### src/rtl/ice_i2c_slave_if.sv
// I2C target bus bundle: raw bus pins plus the byte-level data/handshake signals.
// The slave modport is the target's view; master is the view of whatever drives it.
interface ice_i2c_slave_if;
  logic       i_scl;
  logic       i_sda;
  logic       o_sda;
  logic [7:0] o_data;
  logic       o_valid;
  logic [7:0] i_data;
  logic       o_rd;
  logic       o_busy;

  modport slave (
    input  i_scl, i_sda, i_data,
    output o_sda, o_data, o_valid, o_rd, o_busy
  );

  modport master (
    output i_scl, i_sda, i_data,
    input  o_sda, o_data, o_valid, o_rd, o_busy
  );
endinterface

### src/rtl/ice_i2c_slave.sv
// Oversampled I2C target: synchronizes SCL/SDA into i_clk and runs a byte-level
// read/write state machine with a single fixed 7-bit address.
module ice_i2c_slave #(
  parameter logic [6:0] ADDR = 7'h7F
) (
  input  logic            i_clk,
  input  logic            i_nrst,
  ice_i2c_slave_if.slave  bus
);

  localparam logic [2:0] ST_IDLE     = 3'd0;
  localparam logic [2:0] ST_ADDR     = 3'd1;
  localparam logic [2:0] ST_ADDR_ACK = 3'd2;
  localparam logic [2:0] ST_WR       = 3'd3;
  localparam logic [2:0] ST_WR_ACK   = 3'd4;
  localparam logic [2:0] ST_RD       = 3'd5;
  localparam logic [2:0] ST_RD_ACK   = 3'd6;

  logic scl_s1_q, scl_s2_q, scl_h_q;
  logic sda_s1_q, sda_s2_q, sda_h_q;

  logic [2:0] state_q, state_d;
  logic [3:0] cnt_q, cnt_d;
  logic [7:0] shift_q, shift_d;
  logic       rw_q, rw_d;
  logic       sda_q, sda_d;
  logic [7:0] data_q, data_d;
  logic       valid_q, valid_d;
  logic       rd_q, rd_d;
  logic       busy_q, busy_d;

  logic scl_rise, scl_fall, start_det, stop_det;

  // Sync chain resets to 1 so a released reset on an idle bus creates no events.
  always_ff @(posedge i_clk or negedge i_nrst) begin
    if (!i_nrst) begin
      scl_s1_q <= 1'b1;
      scl_s2_q <= 1'b1;
      scl_h_q  <= 1'b1;
      sda_s1_q <= 1'b1;
      sda_s2_q <= 1'b1;
      sda_h_q  <= 1'b1;
    end else begin
      scl_s1_q <= bus.i_scl;
      scl_s2_q <= scl_s1_q;
      scl_h_q  <= scl_s2_q;
      sda_s1_q <= bus.i_sda;
      sda_s2_q <= sda_s1_q;
      sda_h_q  <= sda_s2_q;
    end
  end

  assign scl_rise  = scl_s2_q & ~scl_h_q;
  assign scl_fall  = ~scl_s2_q & scl_h_q;
  assign start_det = scl_s2_q & ~sda_s2_q & sda_h_q;
  assign stop_det  = scl_s2_q & sda_s2_q & ~sda_h_q;

  always_comb begin
    state_d = state_q;
    cnt_d   = cnt_q;
    shift_d = shift_q;
    rw_d    = rw_q;
    sda_d   = sda_q;
    data_d  = data_q;
    valid_d = 1'b0;
    rd_d    = 1'b0;
    busy_d  = busy_q;

    if (start_det) begin
      state_d = ST_ADDR;
      cnt_d   = 4'd0;
    end else if (stop_det) begin
      state_d = ST_IDLE;
      cnt_d   = 4'd0;
      sda_d   = 1'b1;
      busy_d  = 1'b0;
    end else begin
      case (state_q)
        ST_IDLE: ;
        ST_ADDR: begin
          if (scl_rise) begin
            shift_d = {shift_q[6:0], sda_s2_q};
            if (cnt_q == 4'd7) begin
              cnt_d = 4'd0;
              if (shift_q[6:0] == ADDR) begin
                state_d = ST_ADDR_ACK;
                busy_d  = 1'b1;
                rw_d    = sda_s2_q;
              end else begin
                state_d = ST_IDLE;
                sda_d   = 1'b1;
                busy_d  = 1'b0;
              end
            end else begin
              cnt_d = cnt_q + 4'd1;
            end
          end
        end
        ST_ADDR_ACK: begin
          if (scl_fall) begin
            if (cnt_q == 4'd0) begin
              sda_d = 1'b0;
              cnt_d = 4'd1;
            end else if (rw_q) begin
              // MSB goes out on the same fall that ends the ACK clock.
              state_d = ST_RD;
              shift_d = {bus.i_data[6:0], 1'b1};
              sda_d   = bus.i_data[7];
              rd_d    = 1'b1;
              cnt_d   = 4'd1;
            end else begin
              state_d = ST_WR;
              sda_d   = 1'b1;
              cnt_d   = 4'd0;
            end
          end
        end
        ST_WR: begin
          if (scl_rise) begin
            shift_d = {shift_q[6:0], sda_s2_q};
            if (cnt_q == 4'd7) begin
              state_d = ST_WR_ACK;
              data_d  = {shift_q[6:0], sda_s2_q};
              valid_d = 1'b1;
              cnt_d   = 4'd0;
            end else begin
              cnt_d = cnt_q + 4'd1;
            end
          end
        end
        ST_WR_ACK: begin
          if (scl_fall) begin
            if (cnt_q == 4'd0) begin
              sda_d = 1'b0;
              cnt_d = 4'd1;
            end else begin
              state_d = ST_WR;
              sda_d   = 1'b1;
              cnt_d   = 4'd0;
            end
          end
        end
        ST_RD: begin
          if (scl_fall) begin
            if (cnt_q == 4'd8) begin
              state_d = ST_RD_ACK;
              sda_d   = 1'b1;
              cnt_d   = 4'd0;
            end else begin
              sda_d   = shift_q[7];
              shift_d = {shift_q[6:0], 1'b1};
              cnt_d   = cnt_q + 4'd1;
            end
          end
        end
        ST_RD_ACK: begin
          // cnt_q==1 marks a master ACK seen on the 9th rise; reload on the next fall.
          if (scl_rise && cnt_q == 4'd0) begin
            if (sda_s2_q) begin
              state_d = ST_IDLE;
              sda_d   = 1'b1;
              busy_d  = 1'b0;
            end else begin
              cnt_d = 4'd1;
            end
          end else if (scl_fall && cnt_q == 4'd1) begin
            state_d = ST_RD;
            shift_d = {bus.i_data[6:0], 1'b1};
            sda_d   = bus.i_data[7];
            rd_d    = 1'b1;
            cnt_d   = 4'd1;
          end
        end
        default: state_d = ST_IDLE;
      endcase
    end
  end

  always_ff @(posedge i_clk or negedge i_nrst) begin
    if (!i_nrst) begin
      state_q <= ST_IDLE;
      cnt_q   <= 4'd0;
      shift_q <= 8'h00;
      rw_q    <= 1'b0;
      sda_q   <= 1'b1;
      data_q  <= 8'h00;
      valid_q <= 1'b0;
      rd_q    <= 1'b0;
      busy_q  <= 1'b0;
    end else begin
      state_q <= state_d;
      cnt_q   <= cnt_d;
      shift_q <= shift_d;
      rw_q    <= rw_d;
      sda_q   <= sda_d;
      data_q  <= data_d;
      valid_q <= valid_d;
      rd_q    <= rd_d;
      busy_q  <= busy_d;
    end
  end

  assign bus.o_sda   = sda_q;
  assign bus.o_data  = data_q;
  assign bus.o_valid = valid_q;
  assign bus.o_rd    = rd_q;
  assign bus.o_busy  = busy_q;

endmodule
### src/flat_wrapper.sv
// flat-port wrapper written by rule: the top's interface ports become plain ports
module ice_i2c_slave_flat 
#(
  parameter logic [6:0] ADDR = 7'h7F
)
  (i_clk, i_nrst, bus_i_scl, bus_i_sda, bus_i_data, bus_o_sda, bus_o_data, bus_o_valid, bus_o_rd, bus_o_busy);
  ice_i2c_slave_if bus_i ();
  input  logic i_clk;
  input  logic i_nrst;
  input wire logic [$bits(bus_i.i_scl)-1:0] bus_i_scl;
  input wire logic [$bits(bus_i.i_sda)-1:0] bus_i_sda;
  input wire logic [$bits(bus_i.i_data)-1:0] bus_i_data;
  output wire logic [$bits(bus_i.o_sda)-1:0] bus_o_sda;
  output wire logic [$bits(bus_i.o_data)-1:0] bus_o_data;
  output wire logic [$bits(bus_i.o_valid)-1:0] bus_o_valid;
  output wire logic [$bits(bus_i.o_rd)-1:0] bus_o_rd;
  output wire logic [$bits(bus_i.o_busy)-1:0] bus_o_busy;
  assign bus_i.i_scl = bus_i_scl;
  assign bus_i.i_sda = bus_i_sda;
  assign bus_i.i_data = bus_i_data;
  assign bus_o_sda = bus_i.o_sda;
  assign bus_o_data = bus_i.o_data;
  assign bus_o_valid = bus_i.o_valid;
  assign bus_o_rd = bus_i.o_rd;
  assign bus_o_busy = bus_i.o_busy;
  ice_i2c_slave #(.ADDR(ADDR)) u_core (.i_clk(i_clk), .i_nrst(i_nrst), .bus(bus_i));
endmodule
### config.mk
export PLATFORM = sky130hd
export DESIGN_NAME = ice_i2c_slave_flat
export DESIGN_NICKNAME = d
export VERILOG_FILES = /design/src/rtl/ice_i2c_slave_if.sv /design/src/rtl/ice_i2c_slave.sv /design/src/flat_wrapper.sv
export SDC_FILE = /design/constraint.sdc
export NUM_CORES = 1
export LEC_CHECK = 0
export BUFFER_PORTS_ARGS = -buffer_cell sky130_fd_sc_hd__buf_2
export CORE_ASPECT_RATIO = 1.75
export CORE_UTILIZATION = 55
export DETAILED_ROUTE_END_ITERATION = 6
export PLACE_DENSITY = 0.76
export SETUP_SLACK_MARGIN = 0.5
export SLEW_MARGIN = 30
export SYNTH_ARGS = -nofsm -noshare
export SYNTH_HDL_FRONTEND = slang
export SYNTH_SLANG_ARGS = --single-unit
export TNS_END_PERCENT = 1
### constraint.sdc
create_clock -name i_clk -period 4 [get_ports i_clk]
set_clock_uncertainty 0.05 [all_clocks]
set_input_delay 0.2 -clock i_clk [delete_from_list [all_inputs] [get_ports i_clk]]
set_output_delay 0.2 -clock i_clk [all_outputs]
set_load 0.02 [all_outputs]
After elaboration in Yosys (flattened, before gate mapping)
Index checks and enable logic that the tools add are counted.
W data, S select, Z words.
- equality and inequality tests: 43
- bitwise logic cells: 12
- reductions and logical operators: 16
- add/subtract/negate cells: 1
- multiplexer cells: 77
- operators with widths (kind ; number):
    $mux W8 ; 8
    $mux W3 ; 16
    $mux W4 ; 12
    $ne A4 B1 Y1 const B ; 10
    $mux W1 ; 34
    $pmux W8 S4 ; 1
    $ne A3 B1 Y1 const B ; 8
    $pmux W3 S7 ; 1
    $pmux W4 S5 ; 1
    $reduce_and A13 Y1 ; 1
    $ne A4 B2 Y1 const B ; 3
    $reduce_and A6 Y1 ; 2
    $reduce_and A11 Y1 ; 1
    $ne A2 B1 Y1 const B ; 5
    $reduce_and A10 Y1 ; 1
    $eq A3 B3 Y1 const B ; 3
    $eq A7 B7 Y1 const B ; 1
    $reduce_and A7 Y1 ; 1
    $reduce_bool A7 Y1 ; 1
    $and A1 B1 Y1 ; 6
    $eq A3 B2 Y1 const B ; 2
    $ne A2 B2 Y1 const B ; 3
    $not A1 Y1 ; 6
    $reduce_bool A6 Y1 ; 1
    other kinds (19) ; 21
- input port bits: 12
- register bits: 34

Logic depth before layout (Yosys ltp)
Gate-level depths: netlist (run 1).
- depth after elaboration: 8
- mapped depth: 8

Worst setup path before layout (run 1)
No wires, ideal clock.
- path kind: register to register
- start: register u_core.cnt_q[0]
- end: register u_core.state_q[2]
- path buffers: 1
- arrival: 2.069 ns
- data required time: 3.870 ns
- stages on the path, launching flop included: 9
- slack: 1.801 ns
- cells stage by stage: dfrtp_1 inv_1 ha_1 or3b_1 buf_6 o21ai_4 o22a_4 or4b_4 o22ai_2
- longest elaborated chain between the ends: 6
- elaborated cells between the ends (all ways): 18
- classes of those cells: 10 x eq/ne; 4 x mux; 4 x reduce/logical
- RTL lines (what ; line ; RTL):
    from (decl) ; ice_i2c_slave.sv:23 ; logic [3:0] cnt_q, cnt_d;
    from (signal assigned) ; ice_i2c_slave.sv:192 ; cnt_q <= cnt_d;
    $logic_not A4 Y1 ; ice_i2c_slave.sv:101, ice_i2c_slave.sv:133, ice_i2c_slave.sv:158 ;
    $logic_and A1 B1 Y1 ; ice_i2c_slave.sv:158 ; if (scl_rise && cnt_q == 4'd0) begin
    $mux W3 ; ice_i2c_slave.sv:158 ;
    $pmux W3 S7 ; ice_i2c_slave.sv:78 ; case (state_q)
    $mux W3 ; ice_i2c_slave.sv:72 ; end else if (stop_det) begin
    $mux W3 ; ice_i2c_slave.sv:69 ; if (start_det) begin
    to (signal assigned) ; ice_i2c_slave.sv:191 ; state_q <= state_d;
    to (decl) ; ice_i2c_slave.sv:22 ; logic [2:0] state_q, state_d;
Parallel ways exist; a longest one is shown, timed or not.
A chain may end at the register's enable or synchronous reset.

Final worst setup path (run 1)
- start: register u_core.cnt_q[1]
- end: register u_core.state_q[2]
Same word-level chain as after synthesis.

==> reports/qor.yml, run 1 <==
die_w_um: 48.33
numCtsBuffers: 5
ir_drop_uv: 369.5
synth_top_area_share: 0.3271
switching_share: 0.3132
area_growth_pct: 14.05
core_sq_um: 3592
cts.hold.buffers_added: 3
final-seq-area_sq_um: 859.6
multi_input_area_sq_um: 1119
drtAntennaViolNets: 0
cp-end-kind: "flop"
criticalPathCategory: "flop to flop"
htree_levels: 2
gp_congestion: 0.9533
timing.final.crit_share: 0.6212
p_seq_frac: 0.392
n_antenna_cell: 0
startpoint_type: "flop"
vias: 1705
synthTopCellsByArea: "dfrtp_1, mux2_2, dfstp_2, o21ai_0, a21oi_1"
required_ps: 4170
grt_max_degree: 35
clk_latency_ps: 290
ys.flop_type: "dfrtp_1"
holdWs_ps: 215.7
overflow: 0
avgSynthCellArea_sq_um: 10.54
syn_area_sq_um: 2066
clk_pin_slew_ps: 80
nets: 235
cp.arrival_ps: 2650
drive_gt1_frac: 0.3303
start_util: 0.5751
async_flop_share: 1.000
maxCapViolations: 0
dpl.hpwl_mm: 3.793
die_h_um: 83.07
die_area_sq_um: 4014
cts_tree: "built"
dp_slack_ps: 1529
fp-row-count: 29
critPathLaunch: "u_core.cnt_q[1]"
drc: 0
cts_resized: 0
seq_area_frac_synth: 0.4161
ys_warn_count: 0
ys_seq_elements: 34
synth.largest_area_cell: "dfrtp_1"
cts_setup_buffers: 0
boundaryPins: 24
slew_headroom: 0.4184
synth_edf_count: 0
fin_area_sq_um: 2356
dpl_cell_area_sq_um: 2188
min_period_ps: 2485
wl_mm: 5.133
report.final.slew_viol_count: 0
worst_slack_ps: 1515
wl_per_cell_um: 19.22
status: "complete, no violations"
worstHoldStart: "bus_i_data[4]"
pwr-share-comb: 0.266
cts_sinks: 34
fillerInstances: 280
power_switching_mw: 0.3514
hold_class: "input pin to flop"
p_per_area_nw_per_um2: 476.2
routed_via_density: 6.386
track_usage: 0.2763
portBuffers: 23
rsz0062_at_grt: "false"
cts_buffer_depth: 2
power_frac_clock: 0.342
netlist_top_cells_count: "dfrtp_1, mux2_2, nor2_1, o21ai_0, a21oi_1"
yosysMostFrequentCell: "dfrtp_1"
drt_pass1_iterations: 4
reg2reg_from: "u_core.cnt_q[1]"
internal_power_mw: 0.7705
p_leak_nw: 1.028
timing.final.hold_violations: 0
grt_pass1_wl_mm: 8.369
synth.net_count: 211
synthCells: 196
synth_cell_types: 60
worstMarginPinSlew_ps: 872.4
antenna_found_initial: 0
cts_root_buf: "clkbuf_8"
fmax_ghz: 0.4025
fin_tns_setup_ps: 0
finalSetupViolations: 0
critical_path.max_fanout: 7
grt_pass1_vias: 1708
first_iter_violations: 73
[cells in the final DEF (no fill, tap or decap), types with 2 or more instances in the layout]
| cell | Yosys | final |
|---|---|---|
| o31ai_1 | 2 | 2 |
| nor2b_1 | 3 | 3 |
| nand4b_1 | 2 | 2 |
| mux2i_1 | 3 | 3 |
| nand3_1 | 4 | 4 |
| nand4_1 | 3 | 3 |
| nor3_1 | 8 | 8 |
| o21ai_0 | 11 | 11 |
| o211ai_1 | 2 | 2 |
| nand2b_1 | 3 | 3 |
| clkbuf_8 | 0 | 5 |
| inv_1 | 9 | 9 |
| and2_1 | 2 | 2 |
| a21oi_1 | 10 | 10 |
| maj3_1 | 2 | 2 |
| buf_2 | 1 | 23 |
| dlygate4sd3_1 | 0 | 3 |
| o221ai_1 | 3 | 3 |
| dfrtp_1 | 27 | 27 |
| nor2_1 | 11 | 11 |
| nand2_1 | 7 | 7 |
| mux2_2 | 24 | 24 |
| dfstp_2 | 7 | 7 |
| nand3b_1 | 3 | 3 |
| bufinv_16 | 0 | 2 |
| ha_1 | 3 | 3 |
| a32o_1 | 2 | 2 |
| o21a_1 | 3 | 3 |
[power by group through the flow]
stage / clock network [mW] / registers [mW] / logic [mW]
floorplan: 0 / 0.420 / 0.247
global route: 0.400 / 0.447 / 0.321
global placement: 0 / 0.445 / 0.282
CTS: 0.386 / 0.440 / 0.295
detailed placement: 0 / 0.446 / 0.289
finish: 0.384 / 0.440 / 0.298
[final cells by class]
type                       count  share of cell area
clock inverter                 3             0.02921
clock buffer                   5             0.02921
timing repair buffer          26             0.06160
multi-input combinational    143              0.4748
tap                           46             0.02443
inverter                      10             0.01593
sequential                    34              0.3648
[state kept, by name, summed over array words and instances (netlist names)]
register	flops
u_core.bus.o_sda	1
u_core.state_q	3
u_core.scl_s2_q	1
u_core.sda_s2_q	1
u_core.scl_h_q	1
u_core.shift_q	8
u_core.sda_s1_q	1
u_core.scl_s1_q	1
u_core.bus.o_valid	1
u_core.bus.o_rd	1
u_core.bus.o_busy	1
u_core.bus.o_data	8
u_core.rw_q	1
u_core.cnt_q	4
u_core.sda_h_q	1
[worst max-delay path: stages, from the launching register on]
cell     delay, ps
dfrtp_1        410
inv_1          120
ha_1           220
or3b_1         530
o21ai_4        270
o22a_4         190
or4b_4         480
o22ai_2        140
[final timing paths]
kind                            slack [ps]                  to  cells after the start
worst max-delay path                  1520   u_core.state_q[2]                      7
worst min-delay path                   220   u_core.shift_q[5]                      3
worst max register to register        1520   u_core.state_q[2]                      7
worst min register to register         310     u_core.scl_s2_q                      0
max in group asynchronous             2960     u_core.cnt_q[2]                      2
min in group asynchronous              460  u_core.bus.o_valid                      2
[routing by layer]
metal	part of all wire	GRT usage
met3	0.050	0.03663
met1	0.37	0.3027
met5	0	0
met4	0.044	0.1631
met2	0.54	0.4955
[per-stage QoR]
stage,power (mW),utilization,instances
3_3_place_gp,0.7266,0.6092,256
5_1_grt,1.168,0.6559,267
3_5_place_dp,0.7355,0.6092,256
4_1_cts,1.121,0.6559,267
6_report,1.122,0.6559,267
2_1_floorplan,0.6667,-,196
[cell families after synthesis]
group                    synth area share
AND/OR/NAND/NOR                    0.1884
AO/OA/AOI/OAI                      0.1757
flip-flops                         0.4161
multiplexers                       0.1454
buffers and inverters             0.04239
adder cells (fa/ha/maj)           0.02786
XOR/XNOR                         0.004241
Power figures use the tool's default switching activity.
==> inputs of run 2 (changes only) <==
==> constraint.sdc (replaced) <==
create_clock -name i_clk -period 2.4 [get_ports i_clk]
set_clock_uncertainty 0.05 [all_clocks]
set_input_delay 0.12 -clock i_clk [delete_from_list [all_inputs] [get_ports i_clk]]
set_output_delay 0.12 -clock i_clk [all_outputs]
set_load 0.02 [all_outputs]
==> reports/qor.yml, run 2 (synthesized netlist as in run 1, its figures left out) <==
fillerInstances: 260
grt_max_degree: 35
die_h_um: 83.07
nets: 258
min_period_ps: 2162
fmax_ghz: 0.4625
overflow: 0
timing.final.crit_share: 0.9009
antenna_found_initial: 0
worst_slack_ps: 237.8
startpoint_type: "flop"
slew_headroom: 0.4924
cts_root_buf: "clkbuf_8"
core_sq_um: 3592
final_cell_mix: "dfrtp_1, mux2_2, buf_2, buf_4, nor2_1"
required_ps: 2560
grt_pass1_wl_mm: 8.976
p_total_mw: 1.828
fin_cells: 290
cts_buffer_depth: 2
cts_tree: "built"
area_growth_pct: 24.83
die_area_sq_um: 4014
boundaryPins: 24
dpl_cell_area_sq_um: 2323
numCtsBuffers: 5
maxCapViolations: 0
fin_tns_setup_ps: 0
dpl.hpwl_mm: 3.999
start_util: 0.5751
dp_cells: 272
clk_latency_ps: 280
cp.arrival_ps: 2320
routed_via_density: 6.334
htree_levels: 2
gp_congestion: 0.9319
grt_pass1_vias: 1887
final-seq-area_sq_um: 862.1
p_per_area_nw_per_um2: 708.8
criticalPathCategory: "flop to flop"
multi_input_area_sq_um: 1189
fin_util: 0.7179
n_antenna_cell: 0
ir_drop_uv: 654.0
portBuffers: 23
cp-end-kind: "flop"
critical_path.max_fanout: 7
p_leak_nw: 1.125
clk_pin_slew_ps: 80
first_iter_violations: 89
finalSetupViolations: 0
dp_slack_ps: 76.46
cts_sinks: 34
wl_mm: 5.547
drtAntennaViolNets: 0
vias: 1837
fp-row-count: 29
final_common_cell: "dfrtp_1"
drc: 0
timing.final.hold_violations: 0
drt_pass1_iterations: 4
worstMarginPinSlew_ps: 761.4
track_usage: 0.2938
die_w_um: 48.33
report.final.slew_viol_count: 0
status: "complete, no violations"
wl_per_cell_um: 19.13
drive_gt1_frac: 0.4508
hold_class: "input pin to flop"
holdWs_ps: 143.2
fin_area_sq_um: 2579
rsz0062_at_grt: "true"
-- run 2: worst paths after layout --
check	to	slack, ps	depth (start not counted)	startpoint
worst max-delay path	u_core.state_q[2]	240	7	u_core.cnt_q[0]
worst min-delay path	u_core.shift_q[6]	140	3	bus_i_data[5]
worst max register to register	u_core.state_q[2]	240	7	u_core.cnt_q[0]
worst min register to register	u_core.scl_s2_q	310	0	u_core.scl_s1_q
max in group asynchronous	u_core.state_q[2]	1380	2	i_nrst
min in group asynchronous	u_core.bus.o_busy	390	2	i_nrst
-- run 2: area by class of cell --
| class | instances | share of cell area |
|---|---|---|
| timing repair buffer | 49 | 0.1295 |
| clock inverter | 2 | 0.006308 |
| clock buffer | 6 | 0.03202 |
| multi-input combinational | 143 | 0.4609 |
| tap | 46 | 0.02232 |
| sequential | 34 | 0.3343 |
| inverter | 10 | 0.01456 |
-- run 2: what timing repair did --
item,in CTS,in global routing
setup endpoints to repair,25,26
hold buffers,3,0
endpoints found under the hold margin,29,0
buffers inserted,4,3
gates resized for setup,8,10
pin swaps,4,5
-- run 2: report_power, final --
part | switching (mW) | total [mW] | internal (mW)
registers | 0.0916 | 0.735 | 0.643
clock network | 0.221 | 0.457 | 0.236
logic | 0.311 | 0.636 | 0.325
-- run 2: per-layer routing --
layer | global-route usage | share of wire | up-vias
met5 | 0 | 0 | -
li1 | - | - | 832
met4 | 0.1444 | 0.053 | 0
met3 | 0.04396 | 0.043 | 26
met1 | 0.3265 | 0.36 | 893
met2 | 0.5327 | 0.54 | 86
-- run 2: worst max-delay path, stage by stage, from the launching register on --
cell,delay (ps)
dfrtp_1,400
inv_2,90
ha_4,140
or3b_4,430
o21ai_4,180
o22a_4,180
or4b_4,470
o22ai_2,140
